### config.mk
export PLATFORM = sky130hd
export DESIGN_NAME = regs_file
export DESIGN_NICKNAME = d
export VERILOG_FILES = /design/src/rtl/regs_file.sv
export SDC_FILE = /design/constraint.sdc
export NUM_CORES = 2
export LEC_CHECK = 0
export CAP_MARGIN = 10
export CORE_MARGIN = 5
export CORE_UTILIZATION = 30
export CTS_CLUSTER_SIZE = 14
export DETAILED_ROUTE_END_ITERATION = 12
export HOLD_SLACK_MARGIN = 0.05
export PLACE_DENSITY = 0.44
export RECOVER_POWER = 50
export SYNTH_ARGS = -nofsm -noshare
export SYNTH_HDL_FRONTEND = slang
export SYNTH_SLANG_ARGS = --single-unit
### constraint.sdc
create_clock -name clk -period 45 [get_ports clk]
set_input_delay 9 -clock clk [delete_from_list [all_inputs] [get_ports clk]]
set_output_delay 9 -clock clk [all_outputs]
set_load 0.05 [all_outputs]
### src/rtl/regs_file.sv
// regs_file
// Integer register file for the core: 32 architectural registers of 32 bits,
// one synchronous write port (writeback) and two combinational read ports
// (operand fetch). x0 has no storage and always reads zero. A same-cycle
// write-to-read bypass forwards wdata_i to any read port whose index matches
// the register being written.
//
// Ports:
//   clk       rising-edge clock for all state updates
//   rst_      asynchronous, active-high reset; clears x1..x31
//   we_i      write enable
//   waddr_i   write register index (writes to x0 are discarded)
//   wdata_i   write data
//   raddr1_i  read port 1 register index
//   raddr2_i  read port 2 register index
//   rdata1_o  read port 1 data (combinational)
//   rdata2_o  read port 2 data (combinational)
module regs_file (
  input  logic        clk,
  input  logic        rst_,
  input  logic        we_i,
  input  logic [4:0]  waddr_i,
  input  logic [31:0] wdata_i,
  input  logic [4:0]  raddr1_i,
  input  logic [4:0]  raddr2_i,
  output logic [31:0] rdata1_o,
  output logic [31:0] rdata2_o
);

  localparam int DATA_W = 32;
  localparam int ADDR_W = 5;
  localparam int NUM_REGS = 2 ** ADDR_W;

  // Only x1..x31 carry storage; x0 is synthesised as a constant zero.
  logic [DATA_W-1:0] regs [1:NUM_REGS-1];

  // Register storage. Reset clears everything and takes priority over a
  // write presented in the same cycle.
  always_ff @(posedge clk or posedge rst_) begin
    if (rst_) begin
      for (int i = 1; i < NUM_REGS; i++) begin
        regs[i] <= '0;
      end
    end else if (we_i && (waddr_i != '0)) begin
      regs[waddr_i] <= wdata_i;
    end
  end

  // Read port 1. Priority: x0, then bypass, then storage. The stored value is
  // masked while rst_ is high so the outputs show zero combinationally for
  // the whole reset interval, while the bypass path stays live.
  always_comb begin
    rdata1_o = '0;
    if (raddr1_i == '0) begin
      rdata1_o = '0;
    end else if (we_i && (waddr_i == raddr1_i)) begin
      rdata1_o = wdata_i;
    end else if (!rst_) begin
      rdata1_o = regs[raddr1_i];
    end
  end

  // Read port 2, identical to port 1.
  always_comb begin
    rdata2_o = '0;
    if (raddr2_i == '0) begin
      rdata2_o = '0;
    end else if (we_i && (waddr_i == raddr2_i)) begin
      rdata2_o = wdata_i;
    end else if (!rst_) begin
      rdata2_o = regs[raddr2_i];
    end
  end

endmodule

Yosys cells after proc, flatten, opt, wreduce, memory -nomap -nowiden:

Cells that the tools add are included.

* bits in registers: 992
* bits of input ports: 50
* output and inout port bits: 64
* logic and storage cells: 62

* magnitude comparators: 4
* eq/ne operators: 2
* multiplexer cells: 15
* bitwise operators: 3
* reduce and logical (&&, ||, !) cells: 7

Operator list (number)
* bitwise mux 992 bit: 1
* two-way mux 32 bit: 11
* binary-select mux 32 bit (select 5 bit): 2
* demux 32 bit (select 5 bit): 1
* >= comparator 6 bit, second input constant: 3
* NOT 5 -> 6 bit: 3
* == test 5 bit: 2
* zero test 5 bit: 2
* less-than comparator 6 x 1 -> 1 bit, second input constant: 1
* nonzero test 5 bit: 1
* logical AND 1 bit: 4

Logic depth before layout (Yosys ltp):

* depth after elaboration: 7
* mapped depth: 10
* mapped depth without buffers: 5

Worst setup path before layout:

Ideal clock, no wire load.

* path type: input -> output
* start point: input port rst_
* end point: output port rdata2_o[10]
* arrival: 34517 ps
* data required time: 36000 ps
* setup slack: 1483 ps
* stages: 5
* buffers on the path: 0
* cell sequence: inv_1 nand2_1 nor2_1 a221oi_1 o2bb2ai_1

* longest elaborated chain between the ends: 3

Ends and longest elaborated chain
* start, declared: RTL line 20 `input logic rst_,`
* two-way mux 32 bit: RTL line 70 `end else if (!rst_) begin`
* two-way mux 32 bit: RTL line 68 `end else if (we_i && (waddr_i == raddr2_i)) begin`
* two-way mux 32 bit: RTL line 66 `if (raddr2_i == '0) begin`
* end, declared: RTL line 27 `output logic [31:0] rdata2_o`

No other way between the ends.

Worst setup path after layout:

* start point: input port rst_
* end point: output port rdata2_o[15]

Same word-level chain as after synthesis.

==> impl_metrics.ini <==
[run_status]
violations = max-capacitance violations, max-slew violations
status = complete, but fails checks

[cts]
cts_made_buffers = 118
cts_buffer_depth = 3
htreeDepth = 3
clk_pin_slew_ns = 0.06
ctsResizeCount = 0
cts_tree = yes
clk_latency_ns = 0.73
cts.sinks = 992
cts_root_buf = clkbuf_16
cts_setup_buffers = 0
hold_buffers = 0

[final_layout]
fillerInstances = 17337
largest_reg_flops = 992
layout.nets = 3738
largestRegisters = regs: 992 flops
synthToLayoutAreaGrowth_pct = 13.6
register_area_um2 = 24800
multiInputGateArea_um2 = 27200
drive_gt1_share_pct = 46.2
fin_cells = 6140
top_register = regs

[synthesis]
synth-async-reset-ratio_pct = 100
synthCells = 3746
synth_cell_types = 50
synth-seq-cells = 992
synth_edf_count = 0
synth.avg_cell_area_um2 = 14.3
ys.flop_type = dfrtp_1
ys_warn_count = 0
syn_area_um2 = 53600
ys_seq_area_share_pct = 46.3
syn-num-nets = 3796

[power_and_ir_drop]
power.density_nw_per_um2 = 45.3
total_power_mw = 2.76
power.share.sequential_pct = 43.3
switchingPower_uw = 782
ir_worst_vdd_uv = 30.5
combPwrFrac_pct = 20.9
p_sw_share_pct = 28.3
p_int_mw = 1.98
p_clk_share_pct = 35.8
total_leakage_power_nw = 25.7

[place]
place_hpwl_um = 115000
dpl.cell_count = 5923
routabilityCongestion = 0.752
pre_cts_ws_ns = 22.01
port_buffers = 113

[floorplan]
io_pins = 114
initial_core_util_pct = 30.1
die_area_um2 = 187000
die_w_um = 433
rows = 155
core_area_um2 = 178000
die_h_um = 433

[timing]
min_period_ns = 25.85
setup_slack_ns = 19.15
rsz0062_at_grt = no
finalHoldViolations = 0
fmax_mhz = 38.7
fin_skew_ns = 0
maxSlewHeadroom_pct = -174
fin_setup_tns_ns = 0
fin_crit_sh_pct = 57.4
final-max-slew-violation-count = 1112
worst_hold_slack_ns = 0.523
setup_violations = 0
tightest_slew_ns = 4.11

[worst_hold_path]
hold_depth = 1
hold_class = reg2reg

[routing]
drt_iter0_drc = 2692
drc_errors = 0
routed_wl_um = 204000
drtAntennaViolNets = 0
firstDrtPassIters = 5
viasPerCell = 5.71
vias = 35047
wire_per_inst_um = 33.3

[global_routing]
antenna_found_initial = 4
grt_pass1_wl_um = 293000
grt_usage_pct = 21.7
grt_max_degree = 85
grt_pass1_vias = 36853
overflow = 0

[setup_path]
critical_path_class = in2out
critPathLaunchType = primary input
end_kind = output port
cp_max_fo = 72
required_ns = 36.00
cp.arrival_ns = 16.85
reg2reg_depth = 1

[run]
max-cap-violations = 32
## routing by layer
metal	vias to the layer above	routed length, um	share of wire, %	GRT usage (%)
li1	14410	-	-	-
met1	19401	87800	43	28.9
met2	891	100000	49	36.7
met3	345	8380	4.1	2.81
met4	0	7890	3.9	7.06
met5	-	0	0	0
## synth_stat cells (4+ instances only)
| master | number | area share [%] |
|---|---|---|
| inv_1 | 7 | 0.049 |
| nand2b_1 | 11 | 0.13 |
| xor2_1 | 4 | 0.065 |
| o21ai_0 | 13 | 0.12 |
| mux2i_1 | 254 | 4.7 |
| mux2_2 | 1061 | 22 |
| a21oi_1 | 4 | 0.037 |
| dfrtp_1 | 992 | 46 |
| or2_0 | 30 | 0.35 |
| nor2_1 | 105 | 0.74 |
| buf_4 | 21 | 0.29 |
| a221oi_1 | 35 | 0.57 |
| o31ai_1 | 8 | 0.11 |
| nand2_1 | 25 | 0.18 |
| o221ai_1 | 4 | 0.065 |
| nand3_1 | 27 | 0.25 |
| a22oi_1 | 51 | 0.71 |
| nor2b_1 | 4 | 0.047 |
| buf_6 | 9 | 0.19 |
| buf_2 | 74 | 0.69 |
| o22ai_1 | 121 | 1.4 |
| a32o_1 | 53 | 0.99 |
| nor3b_1 | 4 | 0.056 |
| o311ai_0 | 20 | 0.33 |
| a221o_1 | 4 | 0.075 |
| mux4_2 | 367 | 15 |
| a22o_1 | 31 | 0.51 |
| nor3_1 | 65 | 0.61 |
| clkbuf_1 | 244 | 1.7 |
| buf_1 | 58 | 0.41 |
| o2bb2ai_1 | 12 | 0.20 |
## cell type report
class | count | share of cell area, %
multi-input cells | 2339 | 44.6
flip-flops and latches | 992 | 40.7
clock buffers | 188 | 5.89
well taps | 2355 | 4.84
repair buffers | 228 | 3.23
clock inverters | 24 | 0.583
inverters | 9 | 0.0637
diodes | 5 | 0.0205
## power by group through the flow
stage	sequential (mW)	clock, mW	combinational (mW)
2_1_floorplan	1.17	0	0.451
3_3_place_gp	1.21	0	0.576
3_5_place_dp	1.21	0	0.583
4_1_cts	1.19	1.02	0.585
5_1_grt	1.22	1.05	0.620
6_report	1.20	0.989	0.577
## cells in the final DEF (no fill, tap or decap), types with 27 or more instances in the layout
master           instances
a221oi_1                35
mux2_2                1061
clkbuf_16              119
clkbuf_8                36
nand3_1                 27
o22ai_1                121
nor2_1                  97
a32o_1                  53
mux2i_1                254
dfrtp_1                992
or2_0                   30
clkbuf_1                51
mux4_2                 367
a22oi_1                 51
a22o_1                  31
buf_4                   97
nor3_1                  65
clkdlybuf4s50_1        100
## logic make-up (layout without fill, tap and decap cells)
| logic type | after synthesis | after routing | synth area share, % |
|---|---|---|---|
| multiplexers | 1682 | 1682 | 42.4 |
| flip-flops | 992 | 992 | 46.3 |
| buffers and inverters | 415 | 449 | 3.35 |
| AO/OA/AOI/OAI | 364 | 364 | 5.26 |
| AND/OR/NAND/NOR | 286 | 286 | 2.54 |
| XOR/XNOR | 7 | 7 | 0.114 |
| other | 0 | 5 | 0 |
## path summary, 6_finish.rpt
check / startpoint / to / slack (ns)
worst min-delay path: regs[810] / regs[810] / 0.52
max in group asynchronous: rst_ / regs[599] / 27.65
worst min register to register: regs[810] / regs[810] / 0.52
min in group asynchronous: rst_ / regs[286] / 9.83
worst max-delay path: rst_ / rdata2_o[15] / 19.15
worst max register to register: regs[876] / regs[876] / 44.18
## metrics by stage
step	util [%]	cell area (um2)
after floorplan	-	53600
after global placement	32.1	57200
after detailed placement	32.1	57200
after CTS	34.3	61100
after global routing	34.2	60900
final	34.2	60900
## worst max-delay path, cell delays in order
cell,delay [ns]
dlygate4sd3_1,0.65
clkinvlp_2,2.68
nand2_1,2.33
nor2_2,0.44
a221oi_1,0.50
o2bb2ai_1,0.32
clkdlybuf4s50_1,0.79
(Power assumes the default switching activity.)
